`config.mk`:
```
export PLATFORM = sky130hd
export DESIGN_NAME = bcd_to_bin_seq
export DESIGN_NICKNAME = d
export VERILOG_FILES = /design/src/rtl/bcd_to_bin_seq.sv
export SDC_FILE = /design/constraint.sdc
export NUM_CORES = 1
export LEC_CHECK = 0
export CORE_AREA = 2 2 70 45
export CTS_CLUSTER_DIAMETER = 50
export DETAILED_ROUTE_END_ITERATION = 7
export DIE_AREA = 0 0 72 47
export GPL_TIMING_DRIVEN = 0
export PLACE_DENSITY = 0.8
export SLEW_MARGIN = 40
export SYNTH_ARGS = -nofsm -noshare
export SYNTH_HDL_FRONTEND = slang
export SYNTH_SLANG_ARGS = --single-unit
```
`constraint.sdc`:
```
create_clock -name clk -period 1.9 [get_ports clk]
set_clock_uncertainty 0.2 [all_clocks]
set_input_delay 0.285 -clock clk [delete_from_list [all_inputs] [get_ports clk]]
set_output_delay 0.285 -clock clk [all_outputs]
set_load 0.01 [all_outputs]
```
`src/rtl/bcd_to_bin_seq.sv`:
```
// Sequential BCD-to-binary converter using reverse double dabble, one shift/correct step per clock.
// Valid/ready handshake on the operand side and on the result side.
module bcd_to_bin_seq #(
  parameter int DIGITS = 2,
  parameter int BIN_W  = 7
) (
  input  logic                  clk,
  input  logic                  rst_n,
  input  logic                  in_valid,
  output logic                  in_ready,
  input  logic [4*DIGITS-1:0]   bcd_in,
  output logic                  out_valid,
  input  logic                  out_ready,
  output logic [BIN_W-1:0]      bin_out,
  output logic                  err,
  output logic                  busy
);

  localparam int W     = 4 * DIGITS;
  localparam int CNT_W = (W > 1) ? $clog2(W) : 1;
  localparam logic [CNT_W-1:0] LAST_STEP = CNT_W'(W - 1);

  typedef enum logic [1:0] {IDLE, CONV, DONE} state_t;

  state_t           state, state_next;
  logic [W-1:0]     bcd_reg, bin_reg;
  logic [W-1:0]     bcd_next, bin_next;
  logic [CNT_W-1:0] cnt;
  logic             bad_digit;
  logic             last_step;

  // NOTE: every variable assigned in always_comb gets a default first, so no latch is inferred.
  always_comb begin
    bad_digit = 1'b0;
    for (int k = 0; k < DIGITS; k++) begin
      if (bcd_in[4*k +: 4] > 4'd9) bad_digit = 1'b1;
    end
  end

  // One reverse double-dabble step: shift right across both registers, then
  // pull every BCD digit that crossed 8 back down by 3.
  always_comb begin
    {bcd_next, bin_next} = {bcd_reg, bin_reg} >> 1;
    for (int k = 0; k < DIGITS; k++) begin
      if (bcd_next[4*k +: 4] >= 4'd8) bcd_next[4*k +: 4] = bcd_next[4*k +: 4] - 4'd3;
    end
  end

  assign last_step = (cnt == LAST_STEP);
  assign in_ready  = (state == IDLE);
  assign busy      = (state == CONV);

  // NOTE: sequential state uses non-blocking assignments so every register samples pre-edge values.
  always_ff @(posedge clk or negedge rst_n) begin
    if (!rst_n) state <= IDLE;
    else        state <= state_next;
  end

  always_comb begin
    state_next = state;
    case (state)
      IDLE:    if (in_valid) state_next = bad_digit ? DONE : CONV;
      CONV:    if (last_step) state_next = DONE;
      DONE:    if (out_ready) state_next = IDLE;
      default: state_next = IDLE;
    endcase
  end

  always_ff @(posedge clk or negedge rst_n) begin
    if (!rst_n) begin
      bcd_reg   <= '0;
      bin_reg   <= '0;
      cnt       <= '0;
      bin_out   <= '0;
      err       <= 1'b0;
      out_valid <= 1'b0;
    end else begin
      case (state)
        IDLE: begin
          if (in_valid) begin
            if (bad_digit) begin
              bin_out   <= '0;
              err       <= 1'b1;
              out_valid <= 1'b1;
            end else begin
              bcd_reg <= bcd_in;
              bin_reg <= '0;
              cnt     <= '0;
            end
          end
        end
        CONV: begin
          bcd_reg <= bcd_next;
          bin_reg <= bin_next;
          cnt     <= cnt + CNT_W'(1);
          if (last_step) begin
            // Upper bits of bin_next are zero for any legal operand.
            bin_out   <= BIN_W'(bin_next);
            err       <= 1'b0;
            out_valid <= 1'b1;
          end
        end
        DONE: begin
          if (out_ready) out_valid <= 1'b0;
        end
        default: out_valid <= 1'b0;
      endcase
    end
  end

endmodule

```
==> results of run 1 <==
cells in the mapped netlist, types with 2 or more instances:
library cell | instances | area share [%]
sky130_fd_sc_hd__dfrtp_1 | 29 | 55
sky130_fd_sc_hd__a22o_1 | 16 | 11
sky130_fd_sc_hd__nand2_1 | 8 | 2.3
sky130_fd_sc_hd__nor2_1 | 6 | 1.7
sky130_fd_sc_hd__o221a_1 | 6 | 5.1
sky130_fd_sc_hd__buf_2 | 5 | 1.9
sky130_fd_sc_hd__a21oi_1 | 4 | 1.5
sky130_fd_sc_hd__ha_1 | 4 | 3.8
sky130_fd_sc_hd__inv_1 | 4 | 1.1
sky130_fd_sc_hd__nand2b_1 | 4 | 1.9
sky130_fd_sc_hd__nor2b_1 | 3 | 1.4
sky130_fd_sc_hd__a31oi_1 | 2 | 0.95
sky130_fd_sc_hd__and2_1 | 2 | 0.95
sky130_fd_sc_hd__o21ai_0 | 2 | 0.76
sky130_fd_sc_hd__o21ai_2 | 2 | 1.3
sky130_fd_sc_hd__xnor2_1 | 2 | 1.3
worst reg2reg max path: stages (launching register included):
cell and delay, ps:
sky130_fd_sc_hd__dfrtp_1 400, sky130_fd_sc_hd__ha_1 220, sky130_fd_sc_hd__ha_1 210, sky130_fd_sc_hd__and2_1 190, sky130_fd_sc_hd__o21bai_2 320, sky130_fd_sc_hd__a22o_1 190
repair_timing:
action | CTS | global route
buffers inserted | 1 | 3
gates resized for setup | 7 | 3
gates cloned | 0 | 0
hold endpoints to repair | 29 | 0
hold buffers | 1 | 0
endpoints found under the setup margin | 2 | 7
power by group through the flow:
stage / Sequential, mW / Clock [mW] / Combinational, mW
finish: 1.02 / 0.502 / 0.974
global route: 1.05 / 0.539 / 1.10
CTS: 1.02 / 0.510 / 0.935
detailed placement: 1.03 / 0 / 0.897
global placement: 1.01 / 0 / 0.872
floorplan: 0.988 / 0 / 0.636
cell type report:
cell class	count	area, µm²
multi-input combinational	73	553
buffer	7	52.6
inverter	4	15.0
clock buffer	7	86.3
tap	34	42.5
sequential	29	726
fill	227	1030
timing repair buffer	27	254
worst paths after layout:
kind | endpoint
max | busy
min reg2reg | cnt[0]$_DFFE_PN0P_
min | cnt[0]$_DFFE_PN0P_
max reg2reg | bin_out[5]$_DFFE_PN0P_
max in group asynchronous | err$_DFFE_PN0P_
min in group asynchronous | bcd_reg[7]$_DFFE_PN0P_
cells by family (layout without fill, tap and decap cells):
logic type | after synthesis | in the layout | share of synthesized area [%]
adder cells (fa/ha/maj) | 4 | 4 | 3.78
flip-flops | 29 | 29 | 54.8
XOR/XNOR | 2 | 2 | 1.32
AO/OA/AOI/OAI | 38 | 38 | 24.0
buffers and inverters | 11 | 45 | 4.16
AND/OR/NAND/NOR | 29 | 29 | 11.9
through the flow:
stage               power [mW]  hold slack, ps
floorplan                 1.62            -211
global placement          1.89             262
detailed placement        1.93             149
CTS                       2.46             294
global route              2.69             313
finish                    2.49             297
per-layer routing:
layer	part of all wire [%]	global-route usage [%]	wire, µm
met1	51	26.2	1400
met2	43	27.8	1190
met3	4.0	6.22	111
met4	1.7	7.17	48
met5	0	0	0
==> insert_results.sql, run 1 <==
INSERT INTO impl_metrics (metric_group, metric, value, unit) VALUES
('clocking', 'ctsHtreeMaxLevel', '2', ''),
('global_routing', 'grt_pass1_vias', '948', ''),
('synth', 'number_of_nets_produced_by_synthesis', '129', ''),
('pwr', 'power_switching_share', '33.8', '%'),
('pwr', 'leakage', '0.779', 'nW'),
('timing', 'setup_slack', '90.4', 'ps'),
('synth', 'post_synth_inst_count', '113', ''),
('floorplanning', 'die_h', '47', 'µm'),
('routing', 'num_vias', '1023', ''),
('timing', 'final.setup.tns', '0', 'ps'),
('floorplanning', 'initial_core_util', '48.0', '%'),
('global_routing', 'grt.total_usage', '18.8', '%'),
('floorplanning', 'num_io_pins', '23', ''),
('global_routing', 'grt_start_max_net_pins', '30', ''),
('synth', 'asyncSetResetFlopFracSynth', '100', '%'),
('timing', 'hold_violations', '0', ''),
('pwr', 'pwr-share-clk', '20.1', '%'),
('synth', 'synthDistinctLibCells', '30', ''),
('pwr', 'ir_drop', '0.000706', 'V'),
('routing', 'drt_iter0_markers', '83', ''),
('timing', 'post-route-min-period', '1810', 'ps'),
('place', 'placement.io_buffers', '22', ''),
('pwr', 'cellInternalPower', '1.65', 'mW'),
('routing', 'postRouteAntennaNets', '0', ''),
('flow_run', 'drv.max_cap_violation_count', '0', ''),
('worst_setup_path', 'worstReg2RegStart', 'cnt[0]$_DFFE_PN0P_', ''),
('timing', 'timing.max_slew.rel_slack', '57.5', '%'),
('place', 'placed_cells', '169', ''),
('worst_setup_path', 'critical_path.startpoint_type', 'flop', ''),
('global_routing', 'grt.overflow.total', '0', ''),
('layout', 'mostFrequentLayoutCell', 'sky130_fd_sc_hd__dfrtp_1', ''),
('layout', 'most-common-layout-cells', 'sky130_fd_sc_hd__dfrtp_1 (29), sky130_fd_sc_hd__clkdlybuf4s50_1 (19), sky130_fd_sc_hd__a22o_1 (16), sky130_fd_sc_hd__nand2_1 (8)', ''),
('worst_setup_path', 'worst_path_dominant_cell_family', 'buffers and inverters', ''),
('global_routing', 'grt_pass1_wl', '4.57', 'mm'),
('routing', 'drc_errors', '0', ''),
('clocking', 'cts_tree', 'built', ''),
('timing', 'worst-slew-pin-transition', '638', 'ps'),
('pwr', 'power_switching', '0.843', 'mW'),
('worst_setup_path', 'bufs_and_invs_on_worst_path', '3', ''),
('clocking', 'total_clock_buffers_created_by_cts', '5', ''),
('worst_setup_path', 'setup_crit_start', 'state[1]$_DFFE_PN0P_', ''),
('layout', 'finalCoreUtilization', '62.7', '%'),
('outcome', 'outcome', 'finished, final reports clean', ''),
('worst_setup_path', 'critical-path-slowest-cell', 'sky130_fd_sc_hd__dfrtp_1', ''),
('place', 'dp_hpwl', '1.91', 'mm'),
('layout', 'fin_cells', '181', ''),
('worst_setup_path', 'ff2ff_path_depth', '5', ''),
('routing', 'iteration_count_of_the_initial_detailed_routing_pass', '5', ''),
('clocking', 'path_clk_slew', '60', 'ps'),
('worst_setup_path', 'path_class', 'reg2out', ''),
('routing', 'drt_wl_total', '2.75', 'mm'),
('timing', 'fmax', '553', 'MHz'),
('layout', 'antennaDiodeCount', '0', ''),
('place', 'dp_slack', '-212', 'ps'),
('layout', 'largest_register_ff_count', '8', ''),
('worst_setup_path', 'crit_path_max_incr_delay', '400', 'ps'),
('timing', 'layout_worst_path_cycle_share', '95.2', '%'),
('worst_setup_path', 'data_required_time_at_the_worst_endpoint', '1410', 'ps'),
('clocking', 'clock-root-buffer', 'sky130_fd_sc_hd__clkbuf_8', ''),
('floorplanning', 'rows', '15', ''),
('synth', 'synth.ff_latch_count', '29', ''),
('place', 'place_congestion', '0.830', ''),
('pwr', 'power-per-cell-area', '1440', 'nW/µm²'),
('worst_setup_path', 'critPathMaxFanout', '10', ''),
('clocking', 'clockBufferDepth', '2', ''),
('synth', 'synth_top_flop_cell', 'sky130_fd_sc_hd__dfrtp_1', ''),
('min_path', 'hold_path_class', 'reg2reg', ''),
('synth', 'edff_count_synth', '0', ''),
('layout', 'final_area', '1730', 'µm²'),
('floorplanning', 'die_area', '3380', 'µm²'),
('min_path', 'holdCritStartpoint', 'cnt[0]$_DFFE_PN0P_', '');
No activity file was read; power rests on OpenSTA's default activity.
==> run 2, diff against run 1 <==
--- a/config.mk
+++ b/config.mk
@@ -10,7 +10,7 @@
 export DETAILED_ROUTE_END_ITERATION = 7
 export DIE_AREA = 0 0 72 47
 export GPL_TIMING_DRIVEN = 0
-export PLACE_DENSITY = 0.8
+export PLACE_DENSITY = 0.74
 export SLEW_MARGIN = 40
 export SYNTH_ARGS = -nofsm -noshare
 export SYNTH_HDL_FRONTEND = slang
==> run 2 against run 1 <==
Net effect: hold slack got worse by 14 ps; sequential share of layout area increased by 0.58 points; first-iteration DRC count decreased by 45%; setup slack got worse by 10 ps; critical path type is now in2reg.
==> insert_results.sql, run 2 (same netlist as run 1, synthesis figures left out) <==
INSERT INTO impl_metrics (metric_group, metric, value, unit) VALUES
('min_path', 'hold_depth', '1', ''),
('pwr', 'power_switching', '0.857', 'mW'),
('layout', 'flow.area_growth_from_synthesis', '28.8', '%'),
('clocking', 'cts.sink_count', '29', ''),
('clocking', 'total_clock_buffers_created_by_cts', '5', ''),
('outcome', 'outcome', 'finished, final reports clean', ''),
('timing', 'timing.max_slew.rel_slack', '57.0', '%'),
('routing', 'routed_wire_length_per_instance', '15.5', 'µm'),
('routing', 'drt_iter0_markers', '46', ''),
('clocking', 'clockBufferDepth', '2', ''),
('layout', 'mostFrequentLayoutCell', 'sky130_fd_sc_hd__dfrtp_1', ''),
('worst_setup_path', 'data_required_time_at_the_worst_endpoint', '1860', 'ps'),
('global_routing', 'grt_pass1_wl', '4.59', 'mm'),
('timing', 'layout_worst_path_cycle_share', '95.8', '%'),
('floorplanning', 'die_area', '3380', 'µm²'),
('pwr', 'ir_drop', '0.000834', 'V'),
('timing', 'fmax', '549', 'MHz'),
('clocking', 'clock-root-buffer', 'sky130_fd_sc_hd__clkbuf_8', ''),
('layout', 'final_area', '1710', 'µm²'),
('worst_setup_path', 'ff2ff_path_depth', '5', ''),
('global_routing', 'grt.overflow.total', '0', ''),
('floorplanning', 'initial_core_util', '48.0', '%'),
('routing', 'top_layer_used', 'met4', ''),
('clocking', 'path_clk_slew', '60', 'ps'),
('timing', 'setup_violations', '0', ''),
('clocking', 'ctsHtreeMaxLevel', '2', ''),
('worst_setup_path', 'worstSetupEndpointType', 'flop', ''),
('routing', 'drt_wl_total', '2.78', 'mm'),
('clocking', 'worst_skew_pair.late_latency', '280', 'ps'),
('place', 'place_congestion', '0.802', ''),
('pwr', 'pwr-share-comb', '38.6', '%'),
('global_routing', 'number_of_antenna_violations_at_the_first_check_in_global_routing', '0', ''),
('timing', 'hold_violations', '0', ''),
('pwr', 'cellInternalPower', '1.62', 'mW'),
('routing', 'postRouteAntennaNets', '0', ''),
('worst_setup_path', 'worstPathArrival', '1780', 'ps'),
('pwr', 'leakage', '0.767', 'nW'),
('layout', 'largest_register_ff_count', '8', ''),
('timing', 'worst-slew-pin-transition', '644', 'ps'),
('routing', 'iteration_count_of_the_initial_detailed_routing_pass', '4', ''),
('layout', 'sequential_cell_area', '726', 'µm²'),
('worst_setup_path', 'path_class', 'in2reg', ''),
('floorplanning', 'die_w', '72', 'µm'),
('routing', 'drc_errors', '0', ''),
('pwr', 'power-per-cell-area', '1450', 'nW/µm²'),
('layout', 'final.fill_count', '217', ''),
('global_routing', 'grt.total_usage', '19.4', '%'),
('pwr', 'pwr-share-clk', '20.2', '%'),
('routing', 'met1_length', '1.44', 'mm'),
('worst_setup_path', 'critPathMaxFanout', '9', ''),
('floorplanning', 'die_h', '47', 'µm'),
('routing', 'route.met2.wl', '1.15', 'mm'),
('layout', 'layout-drive-gt1-share', '15.9', '%'),
('routing', 'dr_wl_met3', '153', 'µm'),
('pwr', 'power_switching_share', '34.6', '%'),
('floorplanning', 'core_area', '2760', 'µm²'),
('global_routing', 'grt_pass1_vias', '934', ''),
('place', 'placed_cells', '169', ''),
('layout', 'final_nets', '161', ''),
('floorplanning', 'rows', '15', ''),
('pwr', 'seq_power_share', '41.2', '%'),
('clocking', 'cts_tree', 'built', ''),
('timing', 'final-max-slew-violation-count', '0', ''),
('flow_run', 'drv.max_cap_violation_count', '0', ''),
('layout', 'most-common-layout-cells', 'sky130_fd_sc_hd__dfrtp_1 (29), sky130_fd_sc_hd__clkdlybuf4s50_1 (19), sky130_fd_sc_hd__a22o_1 (16), sky130_fd_sc_hd__nand2_1 (8)', ''),
('min_path', 'hold_path_class', 'reg2reg', ''),
('floorplanning', 'num_io_pins', '23', ''),
('place', 'placement.io_buffers', '22', ''),
('place', 'detailed_place.area', '1580', 'µm²'),
('layout', 'area_of_combinational_cells_with_multiple_inputs', '553', 'µm²'),
('timing', 'post-route-min-period', '1820', 'ps'),
('global_routing', 'grt_start_max_net_pins', '30', ''),
('routing', 'num_vias', '997', ''),
('layout', 'fin_cells', '179', ''),
('place', 'dp_hpwl', '1.89', 'mm'),
('routing', 'route.detailed.vias_per_inst', '5.57', ''),
('timing', 'rsz0062_at_grt', 'no', ''),
('layout', 'antennaDiodeCount', '0', ''),
('worst_setup_path', 'critical_path.startpoint_type', 'input pin', '');
==> run 2: routing by layer <==
metal / up-vias / global-route usage [%]
met5: - / 0
met4: 0 / 7.92
met3: 6 / 7.73
met2: 33 / 27.4
met1: 487 / 27.0
li1: 471 / -
==> run 2: final cells by class <==
class,count,area share [%]
inverter,4,0.880
buffer,7,2.86
timing repair buffer,25,13.7
tap,34,2.49
multi-input combinational,73,32.4
clock buffer,7,5.06
sequential,29,42.6
==> run 2: timing repair <==
| action | CTS | global route |
|---|---|---|
| hold buffers | 1 | 0 |
| resized for setup | 7 | 3 |
| endpoints found under the hold margin | 29 | 0 |
| buffers inserted | 2 | 0 |
| pin swaps | 0 | 0 |
| endpoints found under the setup margin | 2 | 4 |
==> run 2: worst max-delay path: stages <==
cell and delay (ps):
sky130_fd_sc_hd__clkdlybuf4s50_1 460, sky130_fd_sc_hd__o21ai_4 230, sky130_fd_sc_hd__a31oi_1 180, sky130_fd_sc_hd__or2_1 240
sky130_fd_sc_hd__buf_2 180, sky130_fd_sc_hd__a22o_1 200
==> run 2: worst paths after layout <==
check | from | end | slack [ps]
setup / recovery | bcd_in[6] | bin_reg[1]$_DFFE_PN0P_ | 80
hold / removal | cnt[0]$_DFFE_PN0P_ | cnt[0]$_DFFE_PN0P_ | 280
setup reg to reg | cnt[0]$_DFFE_PN0P_ | bin_out[5]$_DFFE_PN0P_ | 150
hold reg to reg | cnt[0]$_DFFE_PN0P_ | cnt[0]$_DFFE_PN0P_ | 280
max in group asynchronous | rst_n | bin_reg[6]$_DFFE_PN0P_ | 710
min in group asynchronous | rst_n | bcd_reg[0]$_DFFE_PN0P_ | 370
==> run 2: power groups by stage <==
| stage | combinational, mW | sequential (mW) | clock, mW |
|---|---|---|---|
| after CTS | 0.958 | 1.02 | 0.510 |
| after global placement | 0.874 | 1.02 | 0 |
| after detailed placement | 0.906 | 1.03 | 0 |
| final | 0.955 | 1.02 | 0.502 |
| after global routing | 1.06 | 1.06 | 0.548 |
| after floorplan | 0.636 | 0.988 | 0 |
==> run 2: through the flow <==
stage	hold slack, ps	worst slack (ps)	setup TNS [ps]	utilization [%]	power [mW]
after floorplan	-211	314	0	-	1.62
after global placement	264	-211	-6500	57.5	1.89
after detailed placement	148	-233	-3490	57.3	1.94
after CTS	288	10.4	0	61.6	2.49
after global routing	304	30.7	0	61.8	2.66
final	282	80.1	0	61.8	2.48
==> run 3, diff against run 2 <==
--- a/config.mk
+++ b/config.mk
@@ -9,6 +9,7 @@
 export CTS_CLUSTER_DIAMETER = 50
 export DETAILED_ROUTE_END_ITERATION = 7
 export DIE_AREA = 0 0 72 47
+export GPL_ROUTABILITY_DRIVEN = 0
 export GPL_TIMING_DRIVEN = 0
 export PLACE_DENSITY = 0.74
 export SLEW_MARGIN = 40
==> results of run 3 <==
No change in the layout: final DEF, timing and power equal those of run 2.
